===== config.mk =====
export PLATFORM = sky130hd
export DESIGN_NAME = stopwatch
export DESIGN_NICKNAME = d
export VERILOG_FILES = /design/src/rtl/stopwatch.sv
export SDC_FILE = /design/constraint.sdc
export NUM_CORES = 1
export LEC_CHECK = 0
export CAP_MARGIN = 20
export CELL_PAD_IN_SITES_DETAIL_PLACEMENT = 0
export CELL_PAD_IN_SITES_GLOBAL_PLACEMENT = 1
export CORE_MARGIN = 10
export CORE_UTILIZATION = 30
export DETAILED_ROUTE_END_ITERATION = 6
export HOLD_SLACK_MARGIN = 0.03
export PLACE_DENSITY = 0.6
export SETUP_SLACK_MARGIN = 0.3
export SLEW_MARGIN = 10
export SYNTH_ARGS = -nofsm -noshare
export SYNTH_HDL_FRONTEND = slang
export SYNTH_SLANG_ARGS = --single-unit

===== constraint.sdc =====
create_clock -name clk -period 4.5 [get_ports clk]
set_clock_uncertainty 0.1 [all_clocks]
set_input_delay 0.675 -clock clk [delete_from_list [all_inputs] [get_ports clk]]
set_output_delay 0.675 -clock clk [all_outputs]
set_load 0.01 [all_outputs]

===== src/rtl/stopwatch.sv =====
// BCD stopwatch SS.hh (00.00-59.99) with a TICK_DIV-cycle prescaler
// and level-sensitive start/stop plus a synchronous clear.
module stopwatch #(
  parameter int TICK_DIV = 500000
) (
  input  logic       clk,
  input  logic       rst,
  input  logic       start,
  input  logic       stop,
  input  logic       reset,
  output logic [3:0] sec1,
  output logic [3:0] sec0,
  output logic [3:0] ms1,
  output logic [3:0] ms0
);

  localparam int PW =
    (TICK_DIV > 1) ? $clog2(TICK_DIV) : 1;
  localparam logic [PW-1:0] LAST =
    PW'(TICK_DIV - 1);

  logic          running;
  logic [PW-1:0] pre;
  logic          tick;

  // registered running governs this edge, so a stop
  // edge still honours a tick that falls due on it
  assign tick = running && (pre == LAST);

  always_ff @(posedge clk or negedge rst) begin
    if (!rst) begin
      running <= 1'b0;
      pre     <= '0;
      sec1    <= 4'd0;
      sec0    <= 4'd0;
      ms1     <= 4'd0;
      ms0     <= 4'd0;
    end else if (reset) begin
      running <= 1'b0;
      pre     <= '0;
      sec1    <= 4'd0;
      sec0    <= 4'd0;
      ms1     <= 4'd0;
      ms0     <= 4'd0;
    end else begin
      if (stop)
        running <= 1'b0;
      else if (start)
        running <= 1'b1;

      if (running)
        pre <= tick ? '0 : pre + PW'(1);

      if (tick) begin
        if (ms0 == 4'd9) begin
          ms0 <= 4'd0;
          if (ms1 == 4'd9) begin
            ms1 <= 4'd0;
            if (sec0 == 4'd9) begin
              sec0 <= 4'd0;
              if (sec1 == 4'd5)
                sec1 <= 4'd0;
              else
                sec1 <= sec1 + 4'd1;
            end else begin
              sec0 <= sec0 + 4'd1;
            end
          end else begin
            ms1 <= ms1 + 4'd1;
          end
        end else begin
          ms0 <= ms0 + 4'd1;
        end
      end
    end
  end

endmodule


# ---- Yosys cells after proc, flatten, opt, wreduce, memory -nomap -nowiden
# Cells that the tools add are included.
dict set report totals {
  register_bits 36
  latch_bits 0
  mem_bits_rw 0
  romBits 0
  inputBits 5
  output_inout_bits 16
  wordCells 50
  mem_count 0
}
dict set report classes {
  add_sub_neg 5
  n_mul 0
  div 0
  magnitude_cmp 0
  n_eq_ne 5
  n_shift 0
  mux 24
  bitwise_logic 0
  n_reduce_logical 10
}
# operator n
set ops {}
lappend ops {{$mux W4} 18}
lappend ops {{$mux W19} 3}
lappend ops {{$add A19 B1 Y19 const B} 1}
lappend ops {{$eq A19 B19 Y1 const B} 1}
lappend ops {{$add A4 B1 Y4 const B} 4}
lappend ops {{$eq A4 B4 Y1 const B} 3}
lappend ops {{$reduce_bool A2 Y1} 5}
lappend ops {{$eq A4 B3 Y1 const B} 1}
lappend ops {{$reduce_and A4 Y1} 1}
lappend ops {{$mux W1} 3}
lappend ops {{$reduce_and A3 Y1} 1}
lappend ops {{$reduce_bool A3 Y1} 1}
lappend ops {{$reduce_and A2 Y1} 1}
lappend ops {{$logic_and A1 B1 Y1} 1}

# ---- Longest topological paths before layout
# Gate-level depths: netlist of run 1.
dict set report depth {
  word_depth 7
  ltp_mapped 9
  mapped_depth_nobuf 7
}

# ---- Least setup slack after synthesis of run 1
# Ideal clock, no wire load.
dict set report synth_path {
  path_type {reg2reg}
  from {reg pre[0]}
  to {reg sec1[0]}
  setup_time_ns 0.127
  t_arrival_ns 1.854
  setup_slack_ns 2.419
  stages_incl_launch_ff 8
  n_path_buf 1
  synth_period_minus_slack_ns 2.081
  cell_sequence {dfrtp_1 ha_1 and4_1 and4b_1 buf_6 and3_1 a31o_2 mux2_1}
}
dict set report synth_between {
  elab_chain_cells 4
}
# item line_no
set synth_lines {}
lappend synth_lines {{start, declared} 23} ;# logic [PW-1:0] pre;
lappend synth_lines {{start signal, assigned} 52} ;# pre <= tick ? '0 : pre + PW'(1);
lappend synth_lines {{$eq A19 B19 Y1} 28} ;# assign tick = running && (pre == LAST);
lappend synth_lines {{$logic_and A1 B1 Y1} 28}
lappend synth_lines {{$reduce_bool A2 Y1 (no line)} -}
lappend synth_lines {{$reduce_and A4 Y1 (no line)} -}
lappend synth_lines {{end signal, assigned} 64} ;# sec1 <= sec1 + 4'd1;
lappend synth_lines {{end, declared} 11} ;# output logic [3:0] sec1,
# No other way between the ends.
# A chain may end at the register's enable or synchronous reset.

# ---- Worst setup path after layout of run 1
dict set report layout_path {
  from {in reset}
  to {reg pre[12]}
}
dict set report layout_between {
  elab_chain_cells 1
  word_cells_on_any_way 2
  classes_between {1 x mux; 1 x reduce/logical}
}
# item line_no
set layout_lines {}
lappend layout_lines {{start, declared} 10} ;# input logic reset,
lappend layout_lines {{$mux W19 or $reduce_bool A2 Y1 (tied branches)} -}
# Parallel ways exist; a longest one is shown, timed or not.

==> metrics, run 1 <==
status=completed; Clock power frac=38.5%; met1 WL=2050 um; worst vdd ir=0.121 mV; P_sw=0.164 mW; cell row count=29; part of the cycle the worst path needs=55.4%; GP Congestion=0.719; Lkg Pwr=1.01 nW; EDFF count, synth=0; sequence of cells on the critical path=clkdlybuf4s50_1 -> buf_4 -> o2111ai_1 -> nor3_1 -> nand4_1 -> xor2_1 -> nor2_1; final hold vios=0; CP endpoint kind=flop; area of the multi-input gates=1020 um^2; Power, Total=0.643 mW; Reg clk slew, reported paths=0.08 ns; Async SR Flop Fraction=100%; final core utilization=36.7%; Post-Syn Instances=210; DR WL met2=1980 um; critical path data arrival time=2.54 ns; Worst Path Required=4.55 ns; Mapped Nets=224; Hold Worst Slack=0.374 ns; drt pass-1 iters=4; total length of routed wires=4280 um; vias in the first global route=1537; sequential-to-total area share from yosys stat=45.2%; Max Fclk=401 MHz; critical path type=input pin to flop; synth warn=0; unrepaired setup endpoints after global routing=no; Critical Path Max Stage Delay=0.49 ns; most frequent cells in the layout=dfrtp_1 (36), nor2_1 (32), clkdlybuf4s50_1 (19); clk sinks=36; Slew Limit Fails=0; Reg power frac=53.1%; n_diodes=0; core area=6390 um^2; DR DRC count=0; clk buf depth=2; final setup violation count=0; port bufs=20; Pwr per Cell Area=274 nW/um^2; Avg Inst Size Synth=9.50 um^2; worst min-delay path category=input pin to asynchronous set/reset pin; Final Critical Period=2.49 ns; largest net degree at the start of global routing=37; max_cap viols=0; Worst-Margin Slew=0.833 ns; post-CTS setup buffer count=0; first-pass GRT wire length=7460 um; TritonCTS clock tree=built; Area Overhead vs Synth=17.5%; Top FF cell, synth=dfrtp_1; Die Area=10300 um^2; Post-DRT Antenna Nets=0; Startpoint Class=input pin; #FFs+latches synth=36; leading cell type in the layout, fill and taps excluded=dfrtp_1; Routed met3 length=216 um; Max Used Layer=met4; # resized after CTS=0; Total Nets Final=245; synthesized area=1990 um^2; hold-fix buffers at CTS=0; sw frac=25.5%; library cells used by synthesis=42; DRT iter0 DRCs=45; initial core utilization=31.2%; slew margin rel.=44.5%; fill cell count=648; die height=102 um; Vias=1540; WP buf/inv=2; Num CTS Buffers=5; number of I/O pins=21; Total Routing Usage GR=8.79%; Die X=102 um; initial antenna violation count=0; CP max-delay cell=nor3_1; CP max FO=25; CTS Root Cell=clkbuf_8; total negative slack=0 ns; Comb pwr share=8.4%; vias per cell=4.98; FF/Latch Area=901 um^2; gr ovfl total=0; Crit path max-delay family=simple AND/OR/NAND/NOR gates; CTS H-tree depth=2; Avg WL per Cell=13.8 um; Worst-Skew Late Latency=0.29 ns; hpwl dp=2970 um; Pint=0.479 mW; share of layout cells above drive strength 1=6.47%
per-layer routing:
metal | track usage [%] | up-vias
li1 | - | 779
met1 | 11.2 | 738
met2 | 13.9 | 20
met3 | 2.59 | 3
met4 | 2.89 | 0
met5 | 0 | -
final timing paths:
check                             start  endpoint  slack, ns  cells past startpoint
worst max-delay path              reset   pre[12]       2.01                      7
worst min-delay path                rst    ms0[3]       0.37                      1
worst max register to register   pre[0]   sec1[1]       2.18                      6
worst min register to register  pre[18]   pre[18]       0.45                      2
max in group asynchronous           rst    pre[9]       3.40                      1
min in group clk                pre[18]   pre[18]       0.45                      2
flip-flops by register name, summed over array words and instances (netlist names):
register	flops
pre	19
ms1	4
sec1	4
running	1
sec0	4
ms0	4
cells by family (layout without fill, tap and decap cells):
family | Yosys count | count (layout) | share of synthesized area (%)
DFF | 36 | 36 | 45.2
xor gates and xnor gates | 17 | 17 | 7.47
adders and majority gates | 9 | 9 | 5.65
AOI/OAI and AO/OA | 27 | 27 | 8.72
buffers and inverters | 15 | 37 | 3.64
muxes | 4 | 4 | 2.13
and+or+nand+nor | 102 | 102 | 27.2
stage by stage:
stage,area [um^2],setup WS [ns],cells
after global routing,2340,1.86,309
after global placement,2250,1.76,301
after floorplan,1990,2.42,210
after CTS,2340,2.01,309
after detailed placement,2250,1.71,301
final,2340,2.01,309
final cells by class:
type | count | share of cell area [%]
clock buffer | 6 | 3.52
clock inverter | 2 | 0.427
inverter | 8 | 1.28
multi-input combinational | 159 | 43.6
sequential | 36 | 38.4
tap | 77 | 4.11
timing repair buffer | 21 | 8.65
cell usage after synthesis (2+ instances only):
| cell | number | share of area [%] |
|---|---|---|
| a21oi_1 | 11 | 2.8 |
| a31o_2 | 2 | 0.88 |
| a31oi_1 | 3 | 0.94 |
| and3_1 | 4 | 1.3 |
| and4_1 | 3 | 1.3 |
| and4b_1 | 2 | 1.0 |
| buf_6 | 2 | 1.1 |
| clkbuf_1 | 4 | 0.75 |
| dfrtp_1 | 36 | 45 |
| ha_1 | 9 | 5.6 |
| inv_1 | 8 | 1.5 |
| mux2_1 | 2 | 1.1 |
| mux2i_1 | 2 | 1.0 |
| nand2_1 | 18 | 3.4 |
| nand2b_1 | 4 | 1.3 |
| nand3_1 | 9 | 2.3 |
| nand4_1 | 8 | 2.5 |
| nor2_1 | 32 | 6.0 |
| nor3_1 | 4 | 1.0 |
| o21ai_0 | 4 | 1.0 |
| or3_1 | 7 | 2.2 |
| xnor2_1 | 7 | 3.1 |
| xor2_1 | 10 | 4.4 |
power by group through the flow:
stage / Combinational [mW] / Sequential (mW) / Clock, mW
2_1_floorplan: 0.0237 / 0.348 / 0
3_3_place_gp: 0.0552 / 0.348 / 0
3_5_place_dp: 0.0560 / 0.348 / 0
4_1_cts: 0.0558 / 0.342 / 0.255
5_1_grt: 0.0629 / 0.344 / 0.269
6_report: 0.0538 / 0.342 / 0.247
Power figures use the tool's default switching activity.
==> run 2: changes to the inputs <==
PLACE_DENSITY = 0.62   (was 0.6)
clock period = 2.18 ns   (was 4.5 ns; I/O delays follow)
==> run 2 against run 1 <==
  * Routed wire length grew 9.8%
  * Clock power grew to 2.6 times the previous value
  * Flip-flop and latch count is the same
  * Sequential power grew 110%
  * Power grew 130%
  * Global-route usage grew 0.73 points
==> metrics, run 2 (same netlist as run 1, synthesis figures left out) <==
GP Congestion=0.741; area of the multi-input gates=1100 um^2; worst min-delay path category=flop to flop; hpwl dp=3190 um; Max Used Layer=met4; R2R Path Start=pre[1]; Slew Limit Fails=0; Comb pwr share=8.6%; critical path data arrival time=2.04 ns; Post-DRT Antenna Nets=0; Pwr per Cell Area=542 nW/um^2; clk buf depth=2; Pint=1.15 mW; Worst Path Required=2.25 ns; FF/Latch Area=901 um^2; cell row count=29; Routed met3 length=323 um; Worst-Margin Slew=0.479 ns; vias per cell=4.90; n_diodes=0; sw frac=22.0%; fill cell count=625; initial core utilization=31.2%; P_sw=0.324 mW; final hold vios=0; Vias=1652; Reg2Reg Setup Slack=0.21 ns; Largest Register=pre; core area=6390 um^2; final setup violation count=0; clk sinks=36; Crit path max-delay family=simple AND/OR/NAND/NOR gates; WP buf/inv=0; met1 WL=2240 um; largest net degree at the start of global routing=37; Reg clk slew, reported paths=0.08 ns; sequence of cells on the critical path=ha_2 -> and4_1 -> and4b_4 -> and3_4 -> a31o_4 -> mux2_1; CP endpoint kind=flop; status=completed; worst vdd ir=0.321 mV; die height=102 um; Lkg Pwr=1.18 nW; part of the cycle the worst path needs=90.4%; DR WL met2=2090 um; final core utilization=42.6%; Cell Count, Final, Fillers Out=337; Hold Worst Slack=0.445 ns; Die X=102 um; initial antenna violation count=0; TritonCTS clock tree=built; CTS H-tree depth=2; Final Critical Period=1.97 ns; number of I/O pins=21; slew margin rel.=68.1%; Inst Count DP=315; critical path type=flop to flop; total length of routed wires=4690 um; Reg power frac=47.8%; max_cap viols=0; CP max FO=5; share of layout cells above drive strength 1=20.4%; post-route cell area=2720 um^2; max FFs per register=19; vias in the first global route=1594; gr ovfl total=0; unrepaired setup endpoints after global routing=yes; crit path launch=pre[1]; DRT iter0 DRCs=55; Clock power frac=43.6%; Num CTS Buffers=5; Die Area=10300 um^2; Avg WL per Cell=13.9 um; Max Fclk=508 MHz; Critical Path Max Stage Delay=0.36 ns; CTS Root Cell=clkbuf_8; first-pass GRT wire length=7900 um; Total Routing Usage GR=9.52%; port bufs=20; leading cell type in the layout, fill and taps excluded=dfrtp_1; CP max-delay cell=dfrtp_1; Area Overhead vs Synth=36.3%; most frequent cells in the layout=dfrtp_1 (36), nor2_1 (32), buf_4 (23); Area after DPL=2380 um^2; drt pass-1 iters=4; Total Nets Final=273; HP Start=pre[18]; Worst-Skew Late Latency=0.29 ns; Startpoint Class=flop; DR DRC count=0
[run 2: cell types whose count changed in the layout (fill, tap and decap cells not counted), sizes merged]
cell	delta
clkbuf	+1
clkinv	-2
buf	+27
dlygate4sd3	+1
bufinv	+1
[run 2: power groups by stage]
stage	Clock, mW	Combinational, mW	Sequential [mW]
after global placement	0	0.125	0.717
after global routing	0.696	0.142	0.706
after CTS	0.670	0.129	0.703
after detailed placement	0	0.124	0.717
after floorplan	0	0.0497	0.719
final	0.643	0.126	0.704
[run 2: tightest hold or removal path, delay by kind of cell, from the launching register on]
kind,cells,cell delay [ns]
xor+xnor,1,0.08
flops,1,0.35
simple gates,1,0.08
[run 2: path summary, 6_finish.rpt]
path	to	cells past startpoint
min	pre[18]	2
max	sec1[0]	6
max reg2reg	sec1[0]	6
max in group asynchronous	pre[4]	3
min reg2reg	pre[18]	2
min in group asynchronous	ms1[1]	3
[run 2: per-stage QoR]
step           setup WS (ns)  TNS [ns]  total power [mW]
2_1_floorplan          0.262         0             0.769
3_3_place_gp          0.0532         0             0.842
3_5_place_dp        -0.00598   -0.0112             0.841
4_1_cts                0.220         0              1.50
5_1_grt                0.149         0              1.54
6_report               0.210         0              1.47
[run 2: routing by layer]
| layer | global-route usage (%) | vias up |
|---|---|---|
| met5 | 0 | - |
| met4 | 3.00 | 0 |
| met3 | 3.74 | 4 |
| met2 | 14.0 | 29 |
| met1 | 12.5 | 782 |
| li1 | - | 837 |
[run 2: cell type report]
cell class              count  area share (%)
clock buffers               7            3.54
clock inverters             1            1.10
inverters                   8            1.10
multi-input cells         159            40.6
flip-flops and latches     36            33.1
well taps                  77            3.54
repair buffers             49            16.9
[run 2: timing repair]
action / in CTS / in global routing
pin swaps: 11 / 4
hold buffers: 1 / 0
endpoints found under the hold margin: 36 / 0
setup endpoints to repair: 32 / 16
resized for setup: 9 / 7
setup buffers: 6 / 7
==> run 3: changes to the inputs <==
SLEW_MARGIN = 0   (was 10)
==> results of run 3 <==
No change in the layout: final DEF, timing and power equal those of run 2.
